$ cat src/rtl/uart_rx_led.sv
// uart_rx_led: 8N1 UART receiver that latches each good byte and shows its low nibble on the LEDs
module uart_rx_led #(
   parameter int CLKS_PER_BIT = 1042
) (
   input  logic       clk,
   input  logic       reset,
   input  logic       rx,
   output logic [7:0] rx_data,
   output logic       rx_valid,
   output logic       frame_err,
   output logic [3:0] led,
   output logic       busy
);
   localparam logic [15:0] HALF = 16'(CLKS_PER_BIT / 2);
   localparam logic [15:0] CPB  = 16'(CLKS_PER_BIT);

   typedef enum logic [2:0] {IDLE, START, DATA, STOP, BREAK} state_t;

   state_t      state_q, state_d;
   logic [1:0]  sync_q, sync_d;
   logic [15:0] cnt_q, cnt_d;
   logic [2:0]  bit_q, bit_d;
   logic [7:0]  shift_q, shift_d;
   logic [7:0]  data_q, data_d;
   logic [3:0]  led_q, led_d;
   logic        valid_q, valid_d;
   logic        ferr_q, ferr_d;
   logic        busy_q, busy_d;
   logic        rxs;

   assign sync_d    = {sync_q[0], rx};
   assign rxs       = sync_q[1];
   assign rx_data   = data_q;
   assign led       = led_q;
   assign rx_valid  = valid_q;
   assign frame_err = ferr_q;
   assign busy      = busy_q;

   // Frame decoder: mid-bit sampling driven by a per-bit cycle counter
   always_comb begin
      state_d = state_q;
      cnt_d   = cnt_q + 16'd1;
      bit_d   = bit_q;
      shift_d = shift_q;
      data_d  = data_q;
      led_d   = led_q;
      valid_d = 1'b0;
      ferr_d  = 1'b0;
      case (state_q)
         IDLE: begin
            cnt_d = '0;
            if (!rxs) state_d = START;
         end
         START: if (cnt_q == HALF - 16'd1) begin
            cnt_d   = '0;
            bit_d   = '0;
            state_d = rxs ? IDLE : DATA;
         end
         DATA: if (cnt_q == CPB - 16'd1) begin
            cnt_d          = '0;
            shift_d[bit_q] = rxs;
            bit_d          = bit_q + 3'd1;
            if (bit_q == 3'd7) state_d = STOP;
         end
         STOP: if (cnt_q == CPB - 16'd1) begin
            cnt_d = '0;
            if (rxs) begin
               data_d  = shift_q;
               led_d   = shift_q[3:0];
               valid_d = 1'b1;
               state_d = IDLE;
            end else begin
               ferr_d  = 1'b1;
               state_d = BREAK;
            end
         end
         BREAK: begin
            cnt_d = '0;
            if (rxs) state_d = IDLE;
         end
         default: state_d = IDLE;
      endcase
      busy_d = state_d != IDLE;
   end

   // State, synchronizer and output registers
   always_ff @(posedge clk or negedge reset) begin
      if (!reset) begin
         state_q <= IDLE;
         sync_q  <= 2'b11;
         cnt_q   <= '0;
         bit_q   <= '0;
         shift_q <= '0;
         data_q  <= '0;
         led_q   <= '0;
         valid_q <= 1'b0;
         ferr_q  <= 1'b0;
         busy_q  <= 1'b0;
      end else begin
         state_q <= state_d;
         sync_q  <= sync_d;
         cnt_q   <= cnt_d;
         bit_q   <= bit_d;
         shift_q <= shift_d;
         data_q  <= data_d;
         led_q   <= led_d;
         valid_q <= valid_d;
         ferr_q  <= ferr_d;
         busy_q  <= busy_d;
      end
   end
endmodule

$ cat config.mk
export PLATFORM = sky130hd
export DESIGN_NAME = uart_rx_led
export DESIGN_NICKNAME = d
export VERILOG_FILES = /design/src/rtl/uart_rx_led.sv
export SDC_FILE = /design/constraint.sdc
export NUM_CORES = 1
export LEC_CHECK = 0
export ABC_CLOCK_PERIOD_IN_PS = 2100
export CAP_MARGIN = 10
export CORE_MARGIN = 5
export CORE_UTILIZATION = 51
export CTS_CLUSTER_DIAMETER = 100
export DETAILED_ROUTE_END_ITERATION = 8
export GPL_TIMING_DRIVEN = 0
export PLACE_DENSITY = 0.74
export SLEW_MARGIN = 20
export SYNTH_ARGS = -nofsm -noshare
export SYNTH_HDL_FRONTEND = slang
export SYNTH_SLANG_ARGS = --single-unit
$ cat constraint.sdc
create_clock -name clk -period 2.1 [get_ports clk]
set_input_delay 0.63 -clock clk [delete_from_list [all_inputs] [get_ports clk]]
set_output_delay 0.63 -clock clk [all_outputs]
set_load 0.1 [all_outputs]
==> results.txt <==
----------------------------------------------------
[Run status]
  Outcome ... finished, final reports clean

[Routing]
  DRC violations left ... 0
  Antenna Nets Post-Route ... 0
  Vias/cell ... roughly 5.7
  Routed via count ... 1613
  Routed Wire Length ... 4310 um
  First DRT Iteration DRCs ... 94
  TritonRoute pass-1 iters ... 4
  Average wire per cell in the routed design ... 15.2 um

[Clock tree]
  Deepest level of the CTS H-tree ... 2
  Insertion delay to the later sink of the worst-skew pair ... 0.30 ns
  Number of hold-repair buffers added at the cts stage ... 0
  Max clock buf depth ... 2
  TritonCTS clock tree ... built
  Number of buffers added by the clock tree synthesis step ... 5
  Root Buffer Master ... sky130_fd_sc_hd__clkbuf_8
  Num Clock Sinks ... 43
  Clock edge transition at the registers on the reported setup and hold paths ... 0.08 ns

[Worst setup path]
  Worst-path cell chain ... clkdlybuf4s15_1
  Worst R2R Setup Slack ... 0.12 ns
  Crit path max-delay cell type ... sky130_fd_sc_hd__clkdlybuf4s15_1
  Critical Path End Type ... primary output
  Critical setup path kind ... flop to primary output
  Buffers plus inverters on the worst setup path ... 1
  Worst setup startpoint ... rx_valid$_DFF_PN0_
  Maximum fanout count along the critical path ... 1
  CP required ... between 1 and 1.5 ns
  Data arrival time at the worst-slack endpoint ... 1.43 ns
  R2R cell count ... 7
  Cell family contributing the most delay on the critical path ... buffers and inverters
  Slowest Stage Delay on Critical Path ... 0.81 ns
  Terminus of the critical flop-to-flop path ... rx_data[1]$_DFFE_PN0P_
  Worst setup SP type ... flop
  Launching point of the worst reg2reg path ... cnt_q[1]$_DFF_PN0_

[Floorplan]
  Ports ... 18
  Die width ... 75.1 um
  Core area ... 4060 um^2
  Die outline area ... 5630 um^2
  Vert. Die Dim ... 75.1 um
  Cell row count ... 23
  Starting Density ... between 50% and 60%

[GRT]
  Maximum number of pins on one net before global-route repair ... 28
  Tot GR Track Use ... 17.2%
  Number of global-route vias before repair ... 1515
  Wire length of the first global-routing pass ... 7310 um
  Initial antenna violation count ... 0
  Total congestion overflow ... 0

[Placed design]
  Cell area reported after detailed placement ... approximately 2400 um^2
  Routability congestion estimate ... 0.862
  HPWL after detailed placement ... 3080 um
  Post-Place Cells ... ~270
  Count of buffers from port buffering ... 17

[Finish]
  Area occupied by registers ... 1080 um^2
  Final standard cell count with taps included and fillers excluded ... 283
  Post-Layout Inst Area ... 2620 um^2
  Top library cells by usage in the layout, fill and taps aside ... sky130_fd_sc_hd__dfrtp_1, sky130_fd_sc_hd__nor3_1, sky130_fd_sc_hd__buf_4, sky130_fd_sc_hd__mux2_2, sky130_fd_sc_hd__nand3_1
  Share of cells above drive strength 1 ... 28.8%
  Layout area overhead ... 21.2%
  Combined area of the multi-input logic cells ... 1050 um^2
  Fin util ... 64.5%
  Antenna diode count ... 0
  Leading cell type in the layout, fill and taps excluded ... sky130_fd_sc_hd__dfrtp_1
  Number of fill cells ... 336
  Final layout net count ... 240

[Synth]
  Biggest area contributors in the synthesized netlist ... sky130_fd_sc_hd__dfrtp_1, sky130_fd_sc_hd__mux2_2, sky130_fd_sc_hd__nor3_1
  Synthesized area per cell ... 10.8 um^2
  Sequential element share of the synthesized area ... 50.0%
  Primary FF master, synth ... sky130_fd_sc_hd__dfrtp_1
  FFs w/ async S/R, synth ... 100%
  Synth Warn # ... 0
  Number of enable-type register cells in the synthesized netlist ... 0
  Post-synthesis cell type with the largest combined area ... sky130_fd_sc_hd__dfrtp_1
  Number of storage elements in the synthesis netlist ... 43
  Post-Synthesis Cell Area ... 2160 um^2
  Cell count after synthesis ... 199
  Net count after synthesis ... 207
  Distinct cell type count of the synthesized netlist ... 39
  Area share of the leading cell type in the synthesized netlist ... 47.5%

[Pwr]
  VDD IR max ... around 0.33 mV
  Leakage power figure ... 1.13 nW
  Total power per unit cell area ... between 500 and 600 nW/um^2

[Timing]
  Worst slew margin relative to its limit ... around 37%
  Period utilization ... 98.0%
  Maximum operating frequency ... approximately 490 MHz
  Final setup vio count ... 0
  Post-layout min period ... 2.06 ns
  Total negative setup slack ... 0 ns
  Worst hold slack ... 0.255 ns
  Max-slew violation total from the final report ... 0
  Final count of hold timing violations ... 0
  Actual slew at the worst max-slew pin ... around 0.94 ns
  Clk_skew ... 0.00916 ns

[Worst hold path]
  Type of the most critical hold path ... input port to asynchronous set/reset pin

[Job]
  Maxcap violations ... 0

----------------------------------------------------
## state kept, by name, indices dropped and copies added (netlist names)
name,count
cnt_q,16
rx_data,8
shift_q,8
bit_q,3
state_q,3
sync_q,2
busy,1
frame_err,1
rx_valid,1
## synthesized netlist by cell type, drive strengths merged (6+ instances only)
cell type and n:
dfrtp 41, nor3 19, mux2 16, nand3 14, nand4 11, xnor2 10, inv 8, nand2 8
nor2 8, nor4 7, buf 6
## per-layer routing
layer / vias to the layer above / part of all wire [%] / global-route usage (%)
met5: - / 0 / 0
met4: 0 / 1.6 / 5.93
met3: 8 / 4.5 / 3.87
met2: 33 / 47 / 27.4
li1: 784 / - / -
met1: 788 / 47 / 23.2
## how the worst max path moves through the flow
stage / end / slack (ns) / depth (start not counted)
global placement: rx_data[4]$_DFFE_PN0P_ / -0.70 / 1
finish: rx_valid / 0.04 / 1
detailed placement: rx_data[1]$_DFFE_PN0P_ / -0.20 / 6
global route: rx_data[1]$_DFFE_PN0P_ / -0.01 / 7
floorplan: rx_data[0]$_DFFE_PN0P_ / 0.08 / 6
CTS: busy / 0.0006 / 1
## timing repair
item                       in CTS  in global routing
buffers inserted                3                  6
pin swaps                       1                  4
setup endpoints to repair      36                 31
gates resized for setup        46                  8
## per-stage QoR
stage          setup WS (ns)  power, mW
4_1_cts             0.000571       1.39
3_3_place_gp          -0.695      0.875
3_5_place_dp          -0.205      0.879
2_1_floorplan         0.0787      0.853
5_1_grt              -0.0116       1.43
6_report              0.0413       1.37
## layout make-up
class / count / share of cell area [%]
sequential: 43 / 41.3
multi-input combinational: 138 / 40.3
timing repair buffer: 27 / 9.61
clock buffer: 6 / 2.77
tap: 50 / 2.39
buffer: 9 / 2.06
inverter: 8 / 1.15
clock inverter: 2 / 0.478
## cell families after synthesis
logic type                 synth area share [%]
muxes                                      8.81
adders and majority gates                  2.90
buffers and inverters                      3.94
AOI/OAI and AO/OA                          4.17
and+or+nand+nor                            24.9
xor gates and xnor gates                   5.28
DFF                                        50.0
## report_power, final
group          internal (mW)  switching (mW)  total [mW]  leakage (nW)
clock network          0.232           0.274       0.506        0.0412
logic                0.00778          0.0200      0.0278         0.521
registers              0.831         0.00201       0.833         0.572
Power figures use the tool's default switching activity.
